<file path="src/rtl/ulpi_link_ctrl.sv">
// Link-side ULPI bus sequencer: arbitrates PHY register writes/reads and USB
// packet transmit on the shared 8-bit bus, and captures RX CMD / RX data.
module ulpi_link_ctrl #(
    parameter int REG_PRIO    = 1,
    parameter int NXT_TIMEOUT = 64,
    parameter int TO_W        = 7
) (
    input  logic       clk,
    input  logic       rst,
    input  logic       dir,
    input  logic       nxt,
    output logic       stp,
    input  logic [7:0] data_i,
    output logic [7:0] data_o,
    output logic       data_oe,
    input  logic       reg_req,
    input  logic       reg_we,
    input  logic [5:0] reg_addr,
    input  logic [7:0] reg_wdata,
    output logic       reg_ack,
    output logic       reg_err,
    output logic [7:0] reg_rdata,
    input  logic       tx_valid,
    input  logic [7:0] tx_data,
    input  logic       tx_last,
    output logic       tx_ready,
    output logic       tx_err,
    output logic       rx_active,
    output logic       rx_valid,
    output logic [7:0] rx_data,
    output logic       rxcmd_valid,
    output logic [7:0] rxcmd
);

    typedef enum logic [3:0] {
        IDLE,
        TX_CMD,
        TX_DATA,
        TX_STP,
        TX_FLUSH,
        RW_CMD,
        RW_DATA,
        RW_STP,
        RR_CMD,
        RR_TURN,
        RR_DATA,
        RR_END
    } state_t;

    state_t          state;
    state_t          state_nx;
    logic            dir_q;
    logic            bus_own;
    logic [TO_W-1:0] to_cnt;
    logic            to_hit;
    logic            waiting;
    logic            reg_go;
    logic            ack_set;
    logic            err_set;
    logic            txerr_set;
    logic            rd_cap;
    logic            rx_samp;
    logic            cmd_samp;

    assign bus_own = !dir && !dir_q;
    assign data_oe = !rst && bus_own;
    assign to_hit  = (to_cnt == TO_W'(NXT_TIMEOUT - 1));

    // An outstanding reg_ack blocks re-arbitration so the requester has a
    // cycle to drop reg_req before the same access would be started again.
    assign reg_go  = reg_req && !reg_ack;

    // Turnaround data during a register read is the read result, not an RX CMD.
    assign rx_samp  = dir && dir_q && nxt;
    assign cmd_samp = dir && dir_q && !nxt && (state != RR_DATA);

    always_comb begin
        state_nx  = state;
        data_o    = '0;
        stp       = 1'b0;
        tx_ready  = 1'b0;
        ack_set   = 1'b0;
        err_set   = 1'b0;
        txerr_set = 1'b0;
        rd_cap    = 1'b0;
        waiting   = 1'b0;
        case (state)
            IDLE: begin
                if (bus_own) begin
                    if (reg_go && (REG_PRIO != 0 || !tx_valid)) begin
                        state_nx = reg_we ? RW_CMD : RR_CMD;
                    end else if (tx_valid) begin
                        state_nx = TX_CMD;
                    end
                end
            end
            TX_CMD: begin
                data_o = {4'h4, tx_data[3:0]};
                if (dir) begin
                    state_nx = IDLE;
                end else if (nxt) begin
                    tx_ready = 1'b1;
                    state_nx = tx_last ? TX_STP : TX_DATA;
                end else begin
                    waiting = 1'b1;
                    if (to_hit) begin
                        txerr_set = 1'b1;
                        state_nx  = TX_FLUSH;
                    end
                end
            end
            TX_DATA: begin
                data_o = tx_data;
                if (dir) begin
                    txerr_set = 1'b1;
                    state_nx  = TX_FLUSH;
                end else if (nxt) begin
                    if (tx_valid) begin
                        tx_ready = 1'b1;
                        if (tx_last) state_nx = TX_STP;
                    end else begin
                        stp       = 1'b1;
                        data_o    = 8'hFF;
                        txerr_set = 1'b1;
                        state_nx  = TX_FLUSH;
                    end
                end
            end
            TX_STP: begin
                stp      = 1'b1;
                state_nx = IDLE;
            end
            TX_FLUSH: begin
                tx_ready = tx_valid;
                if (tx_valid && tx_last) state_nx = IDLE;
            end
            RW_CMD: begin
                data_o = {2'b10, reg_addr};
                if (dir) begin
                    state_nx = IDLE;
                end else if (nxt) begin
                    state_nx = RW_DATA;
                end else begin
                    waiting = 1'b1;
                    if (to_hit) begin
                        ack_set  = 1'b1;
                        err_set  = 1'b1;
                        state_nx = IDLE;
                    end
                end
            end
            RW_DATA: begin
                data_o = reg_wdata;
                // Leaving through IDLE retries from RW_CMD once the bus returns.
                if (dir) state_nx = IDLE;
                else if (nxt) state_nx = RW_STP;
            end
            RW_STP: begin
                stp      = 1'b1;
                ack_set  = 1'b1;
                state_nx = IDLE;
            end
            RR_CMD: begin
                data_o = {2'b11, reg_addr};
                if (dir) begin
                    state_nx = IDLE;
                end else if (nxt) begin
                    state_nx = RR_TURN;
                end else begin
                    waiting = 1'b1;
                    if (to_hit) begin
                        ack_set  = 1'b1;
                        err_set  = 1'b1;
                        state_nx = IDLE;
                    end
                end
            end
            RR_TURN: begin
                if (dir) state_nx = nxt ? IDLE : RR_DATA;
            end
            RR_DATA: begin
                rd_cap   = 1'b1;
                state_nx = RR_END;
            end
            RR_END: begin
                if (!dir) begin
                    ack_set  = 1'b1;
                    state_nx = IDLE;
                end
            end
            default: state_nx = IDLE;
        endcase
    end

    always_ff @(posedge clk) begin
        if (rst) begin
            state       <= IDLE;
            dir_q       <= 1'b0;
            to_cnt      <= '0;
            reg_ack     <= 1'b0;
            reg_err     <= 1'b0;
            reg_rdata   <= '0;
            tx_err      <= 1'b0;
            rx_active   <= 1'b0;
            rx_valid    <= 1'b0;
            rx_data     <= '0;
            rxcmd_valid <= 1'b0;
            rxcmd       <= '0;
        end else begin
            state   <= state_nx;
            dir_q   <= dir;
            reg_ack <= ack_set;
            reg_err <= err_set;
            tx_err  <= txerr_set;

            if (state_nx != state) to_cnt <= '0;
            else if (waiting) to_cnt <= to_cnt + TO_W'(1);

            if (rd_cap) reg_rdata <= data_i;

            rx_valid <= rx_samp;
            if (rx_samp) rx_data <= data_i;

            rxcmd_valid <= cmd_samp;
            if (cmd_samp) rxcmd <= data_i;

            if (!dir && dir_q) rx_active <= 1'b0;
            else if (cmd_samp && !data_i[4]) rx_active <= 1'b0;
            else if (dir && !dir_q && nxt) rx_active <= 1'b1;
        end
    end

endmodule

</file>
<file path="config.mk">
export PLATFORM = sky130hd
export DESIGN_NAME = ulpi_link_ctrl
export DESIGN_NICKNAME = d
export VERILOG_FILES = /design/src/rtl/ulpi_link_ctrl.sv
export SDC_FILE = /design/constraint.sdc
export NUM_CORES = 1
export LEC_CHECK = 0
export ABC_CLOCK_PERIOD_IN_PS = 2260
export CORE_MARGIN = 4
export CORE_UTILIZATION = 40
export CTS_CLUSTER_DIAMETER = 40
export DETAILED_ROUTE_END_ITERATION = 7
export PLACE_DENSITY = 0.78
export SYNTH_ARGS = -nofsm -noshare
export SYNTH_HDL_FRONTEND = slang
export SYNTH_SLANG_ARGS = --single-unit
</file>
<file path="constraint.sdc">
create_clock -name clk -period 2.26 [get_ports clk]
set_input_delay 0.565 -clock clk [delete_from_list [all_inputs] [get_ports clk]]
set_output_delay 0.565 -clock clk [all_outputs]
set_load 0.03 [all_outputs]
</file>
==> results.json, run 1 <==
{
  "status": "finished, violations left",
  "violations": "setup timing",
  "start_util_pct": 41.22,
  "layout_setup_ws_ns": -0.03707,
  "relSlewSlack_pct": 71.20,
  "yosys.area.top_type_share_pct": 37.05,
  "holdPathStages": 2,
  "setup_viol": 8,
  "report.final.slew_viol_count": 0,
  "crit_path_frequent_cell": "buf_6",
  "hold_class": "reg -> reg",
  "hpwlAfterDp_um": 5143,
  "htree_levels": 2,
  "cts.sinks": 42,
  "worst_pin_slew_ns": 0.4320,
  "syn_nets": 324,
  "p_sw_mw": 0.5407,
  "dieArea_um2": 6943,
  "drtIter0Drc": 255,
  "finalWeightedCongestion": 0.9374,
  "path_class": "reg -> out",
  "syn2layout_area_growth_pct": 60.31,
  "ios": 79,
  "p_leak_nw": 1.406,
  "ys_seq_area_share_pct": 37.05,
  "synthesis.area_um2": 2270,
  "synth_area_per_cell_um2": 7.964,
  "rr_worst_depth": 10,
  "portBuffers": 78,
  "finalHoldViolations": 0,
  "seqPwrFrac_pct": 42.6,
  "clock_latency_ns": 0.30,
  "fin_crit_ns": 2.297,
  "pwr-share-clk_pct": 28.6,
  "grt_max_degree": 30,
  "final.setup.tns_ns": -0.1171,
  "async_flop_share_pct": 0,
  "drtPass1Iterations": 5,
  "synth-warning-count": 0,
  "clk_pin_slew_ns": 0.08,
  "regArea_um2": 848.3,
  "cts_tree": "yes",
  "comb_power_share_pct": 28.8,
  "diodes": 0,
  "fill_cells": 456,
  "place_inst": 448,
  "synth_edf_count": 0,
  "vdd_ir_drop_max_mv": 0.4431,
  "overflow": 0,
  "wl_um": 7423,
  "synth_most_common_cell": "nand2_1",
  "crit_path_top_delay_cell": "a222oi_1",
  "wl_per_cell_um": 15.79,
  "fin_skew_ns": 0.005508,
  "multiInputGateArea_um2": 1389,
  "row_count": 27,
  "cp-start-kind": "flop",
  "drc": 0,
  "drive_gt1_share_pct": 23.37,
  "path_cells": "buf_6 -> nor4b_4 -> nand2b_4 -> a222oi_1 -> nand2_2 -> buf_6",
  "synth_cell_types": 54,
  "synthTopCellsByCount": "59 x nand2_1, 42 x dfxtp_1, 22 x a21oi_1, 22 x nor2_1, 16 x o21ai_0",
  "fp.coreArea_um2": 5507,
  "vias": 2550,
  "fp.dieW_um": 83.33,
  "antenna_left": 0,
  "synth_area_leaders": "dfxtp_1 37%, nand2_1 9.8%, a21oi_1 4.9%, mux2i_1 4.0%, nor2_1 3.6%",
  "viasPerCell": 5.426,
  "cp_top_family": "compound AO/OA/AOI/OAI gates",
  "critical_path.max_stage_delay_ns": 0.46,
  "cts_root_buf": "clkbuf_8",
  "clk_path_buf_depth": 2,
  "syn_inst": 285,
  "end_kind": "output pin",
  "crit_fanout": 4,
  "grt_pass1_wl_um": 11970,
  "drv_cap": 0,
  "synthFlopType": "dfxtp_1",
  "ctsHoldBuffers": 0,
  "yosys.area.top_type": "dfxtp_1",
  "finalCritPeriodShare_pct": 101.6,
  "arrival_ns": 1.73,
  "cp.buffers_inverters": 2,
  "worstPathRequired_ns": 1.69,
  "grt_pass1_vias": 2474,
  "final-instance-count-excl-fill": 470,
  "nNetsFinal": 436,
  "grtUsageTotal_pct": 21.02,
  "p_per_area_nw_per_um2": 497.8,
  "synth-seq-cells": 42,
  "p_int_mw": 1.271,
  "rsz0062_at_grt": "yes",
  "crit_cells": 6,
  "cts_buffers": 5,
  "die_h_um": 83.33,
  "antenna_found_initial": 0,
  "p_sw_share_pct": 29.85,
  "maxClockFrequency_ghz": 0.4353
}
-- power by group through the flow --
stage	Sequential, mW	Clock, mW	Combinational [mW]
after floorplan	0.797	0	0.243
after global placement	0.785	0	0.449
after detailed placement	0.786	0	0.456
after CTS	0.770	0.531	0.500
after global routing	0.774	0.564	0.555
final	0.772	0.518	0.521
-- path summary, 6_finish.rpt --
kind,start,end,slack (ns)
worst min register to register,rx_data[0],rx_data[0],0.46
worst min-delay path,rx_data[0],rx_data[0],0.46
worst max register to register,state[2],to_cnt[1],0.05
worst max-delay path,state[1],data_o[0],-0.04
-- worst register-to-register path, cell delays in order, from the launching register on --
cell and delay (ns):
dfxtp_2 0.35, buf_12 0.13, buf_4 0.13, buf_4 0.15, buf_4 0.13, nor2b_1 0.25, o221ai_1 0.21, o21ai_0 0.20
o2111ai_1 0.14, buf_4 0.19, a211oi_1 0.24
-- stage by stage --
stage	cell area [um2]	util, %	power (mW)	setup slack, ns	hold WS (ns)
floorplan	2278	-	1.040	0.05340	0.5130
CTS	3552	64.51	1.800	-0.02814	0.4570
global placement	3274	59.46	1.234	-0.6455	0.4408
finish	3638	66.08	1.811	-0.03707	0.4591
detailed placement	3274	59.46	1.242	-0.6550	0.4456
global route	3638	66.08	1.894	-0.08405	0.4822
-- layer usage --
metal | vias to the layer above | wire length [um] | track usage (%)
li1 | 1232 | - | -
met1 | 1209 | 3131 | 24.14
met2 | 96 | 3656 | 36.73
met3 | 13 | 460 | 5.357
met4 | 0 | 174 | 8.915
met5 | - | 0 | 0
-- cells in the final DEF (no fill, tap or decap), types with 5 or more instances in the layout --
| cell type | netlist | final |
|---|---|---|
| nand3_1 | 8 | 5 |
| nand2_2 | 0 | 5 |
| a211oi_1 | 8 | 8 |
| clkbuf_8 | 0 | 6 |
| nand2_1 | 59 | 54 |
| mux2i_1 | 9 | 9 |
| buf_4 | 1 | 41 |
| clkdlybuf4s50_1 | 0 | 64 |
| dfxtp_1 | 42 | 38 |
| buf_6 | 2 | 12 |
| nor2_1 | 22 | 20 |
| nor2b_1 | 7 | 7 |
| nor3_1 | 5 | 5 |
| nand2b_1 | 10 | 7 |
| a21oi_1 | 22 | 21 |
| inv_1 | 7 | 7 |
| o21ai_0 | 16 | 15 |
-- flip-flops by register name (all words and copies together) (netlist names) --
signal	flops
to_cnt	7
rxcmd_valid	1
tx_err	1
reg_ack	1
rx_active	1
reg_rdata	8
state	4
dir_q	1
rx_data	8
reg_err	1
rx_valid	1
rxcmd	8
-- cells by family after synthesis --
logic type	after synthesis	synth area share, %
AO/OA/AOI/OAI	69	21.00
XOR/XNOR	7	2.701
adder cells (fa/ha/maj)	1	0.5512
buffers and inverters	26	5.623
flip-flops	42	37.05
multiplexers	10	4.465
AND/OR/NAND/NOR	130	28.61
-- repair_timing --
| action | 4_1_cts | 5_1_grt |
|---|---|---|
| resized for setup | 38 | 10 |
| setup endpoints to repair | 17 | 17 |
| buffers inserted | 8 | 6 |
| pin swaps | 6 | 5 |
| cloned | 1 | 0 |
-- layout make-up --
class                   count  area share (%)
clock buffers               7           2.373
clock inverters             1          0.2407
inverters                   7          0.7221
multi-input cells         217           38.17
flip-flops and latches     42           23.32
well taps                  72           2.476
repair buffers            124           32.70
Note: power is estimated with default switching activity, not from simulation.
==> inputs of run 2 (changes only) <==
CAP_MARGIN = 10   (was unset)
SKIP_LAST_GASP = 1   (was unset)
==> run 2 against run 1 <==
  * The flow still finishes with violations (setup timing)
  * Die area unchanged
  * Hold slack lost 0.0024 ns
  * Sequential share of layout area rose by 0.080 points
  * First-iteration DRC count is 6.7% lower
  * Clock power about the same
  * Critical path type unchanged
  * Largest cell class unchanged
  * Largest power group unchanged
==> results.json, run 2 (same netlist as run 1, synthesis figures left out) <==
{
  "holdPathStages": 2,
  "relSlewSlack_pct": 72.24,
  "worstPathRequired_ns": 1.69,
  "drv_cap": 0,
  "p_int_mw": 1.267,
  "total_power_mw": 1.803,
  "fin_crit_ns": 2.287,
  "cts.sinks": 42,
  "clk_path_buf_depth": 2,
  "finalWeightedCongestion": 0.9374,
  "worst_pin_slew_ns": 0.4153,
  "diodes": 0,
  "row_count": 27,
  "cts_root_buf": "clkbuf_8",
  "dieArea_um2": 6943,
  "cts_buffers": 5,
  "grtUsageTotal_pct": 21.02,
  "hold_path.startpoint": "rx_data[0]",
  "rr_worst_depth": 10,
  "comb_power_share_pct": 28.6,
  "grt_max_degree": 30,
  "nNetsFinal": 434,
  "p_sw_mw": 0.5365,
  "finalCritPeriodShare_pct": 101.2,
  "drc": 0,
  "report.final.slew_viol_count": 0,
  "antenna_found_initial": 0,
  "fill_cells": 465,
  "portBuffers": 78,
  "clk_pin_slew_ns": 0.08,
  "wl_per_cell_um": 15.66,
  "p_sw_share_pct": 29.76,
  "hpwlAfterDp_um": 5143,
  "cts_tree": "yes",
  "drtPass1Iterations": 5,
  "clock_latency_ns": 0.30,
  "setup_viol": 7,
  "start_util_pct": 41.22,
  "viasPerCell": 5.434,
  "die_h_um": 83.33,
  "rrSetupSlack_ns": 0.05,
  "path_class": "reg -> out",
  "end_kind": "output pin",
  "vdd_ir_drop_max_mv": 0.4391,
  "final_util_pct": 65.85,
  "pwr-share-clk_pct": 28.6,
  "antenna_left": 0,
  "wl_um": 7331,
  "ios": 79,
  "grt_pass1_wl_um": 11970,
  "status": "finished, violations left",
  "drive_gt1_share_pct": 23.48,
  "ctsHoldBuffers": 0,
  "rsz0062_at_grt": "yes",
  "drtIter0Drc": 238,
  "largestRegisters": "reg_rdata: 8 flops, rx_data: 8 flops, rxcmd: 8 flops",
  "vias": 2543,
  "crit_fanout": 8,
  "overflow": 0,
  "violations": "setup timing",
  "maxClockFrequency_ghz": 0.4372,
  "layout_setup_ws_ns": -0.02743,
  "fp.dieW_um": 83.33,
  "fp.coreArea_um2": 5507,
  "final_cell_mix": "64 x clkdlybuf4s50_1, 52 x nand2_1, 40 x buf_4",
  "r2r-end": "to_cnt[1]",
  "syn2layout_area_growth_pct": 59.76,
  "seqPwrFrac_pct": 42.8,
  "min_to": "rx_data[0]",
  "htree_levels": 2,
  "fin_skew_ns": 0.007419,
  "arrival_ns": 1.72,
  "cp-start-kind": "flop",
  "p_per_area_nw_per_um2": 497.3,
  "r2r-start": "state[2]",
  "hold_class": "reg -> reg",
  "grt_pass1_vias": 2474,
  "p_leak_nw": 1.396,
  "finalHoldViolations": 0,
  "final_common_cell": "clkdlybuf4s50_1"
}
run 2: cell types whose count changed in the layout (fill, tap and decap cells not counted):
cell	change
nand2_1	-2
o21ai_0	+1
buf_4	-1
o21ai_1	-1
buf_6	-1
clkdlybuf4s15_1	+1
dlygate4sd2_1	-1
nand2_2	+2
run 2: worst max-delay path by stage:
stage	start	end	slack (ns)	cells past startpoint
after floorplan	dir	stp	0.05	5
after global placement	dir	tx_ready	-0.65	7
after detailed placement	dir	tx_ready	-0.65	7
after CTS	state[1]	data_o[0]	-0.03	6
after global routing	state[2]	data_o[7]	-0.09	6
final	state[2]	data_o[2]	-0.03	7
run 2: final cells by class:
class                      count  area, um2  share of cell area [%]
sequential                    42      848.3                   23.40
multi-input combinational    217       1394                   38.44
tap                           72      90.09                   2.484
timing repair buffer         122       1172                   32.33
inverter                       7      26.28                  0.7246
clock inverter                 1      8.758                  0.2415
clock buffer                   7      86.33                   2.381
run 2: routing by layer:
layer  share of wire (%)  GRT usage (%)
met5                   0              0
met4                 2.6          8.915
met3                 6.6          5.357
met2                  49          36.73
met1                  41          24.14
run 2: worst max-delay path, stage by stage, from the launching register on:
cell	delay (ns)
dfxtp_2	0.34
buf_12	0.13
or3b_4	0.37
a21oi_2	0.15
buf_6	0.15
nand2_1	0.07
nand3_2	0.07
buf_6	0.13
run 2: power by group through the flow:
stage | combinational (mW) | sequential (mW) | clock, mW
4_1_cts | 0.500 | 0.770 | 0.531
2_1_floorplan | 0.243 | 0.797 | 0
6_report | 0.515 | 0.773 | 0.515
5_1_grt | 0.551 | 0.775 | 0.564
3_3_place_gp | 0.449 | 0.785 | 0
3_5_place_dp | 0.456 | 0.786 | 0
run 2: timing repair:
| item | 4_1_cts | 5_1_grt |
|---|---|---|
| setup buffers | 8 | 4 |
| hold endpoints to repair | 0 | 0 |
| pin swaps | 4 | 9 |
| cloned | 1 | 0 |
| gates resized for setup | 38 | 11 |
| setup endpoints to repair | 17 | 17 |
run 2: stage by stage:
step | setup slack, ns | instance area [um2] | setup TNS, ns | std cells | hold WS, ns
2_1_floorplan | 0.05340 | 2278 | 0 | 285 | 0.5130
3_3_place_gp | -0.6455 | 3274 | -7.012 | 448 | 0.4408
3_5_place_dp | -0.6550 | 3274 | -7.751 | 448 | 0.4456
4_1_cts | -0.02814 | 3552 | -0.09572 | 464 | 0.4570
5_1_grt | -0.09411 | 3626 | -0.6393 | 468 | 0.4822
6_report | -0.02743 | 3626 | -0.08765 | 468 | 0.4567
==> inputs of run 3 (changes only) <==
SLEW_MARGIN = 25   (was unset)
==> results of run 3 <==
Same layout as run 2: the final DEF is identical, and so are final timing and power.
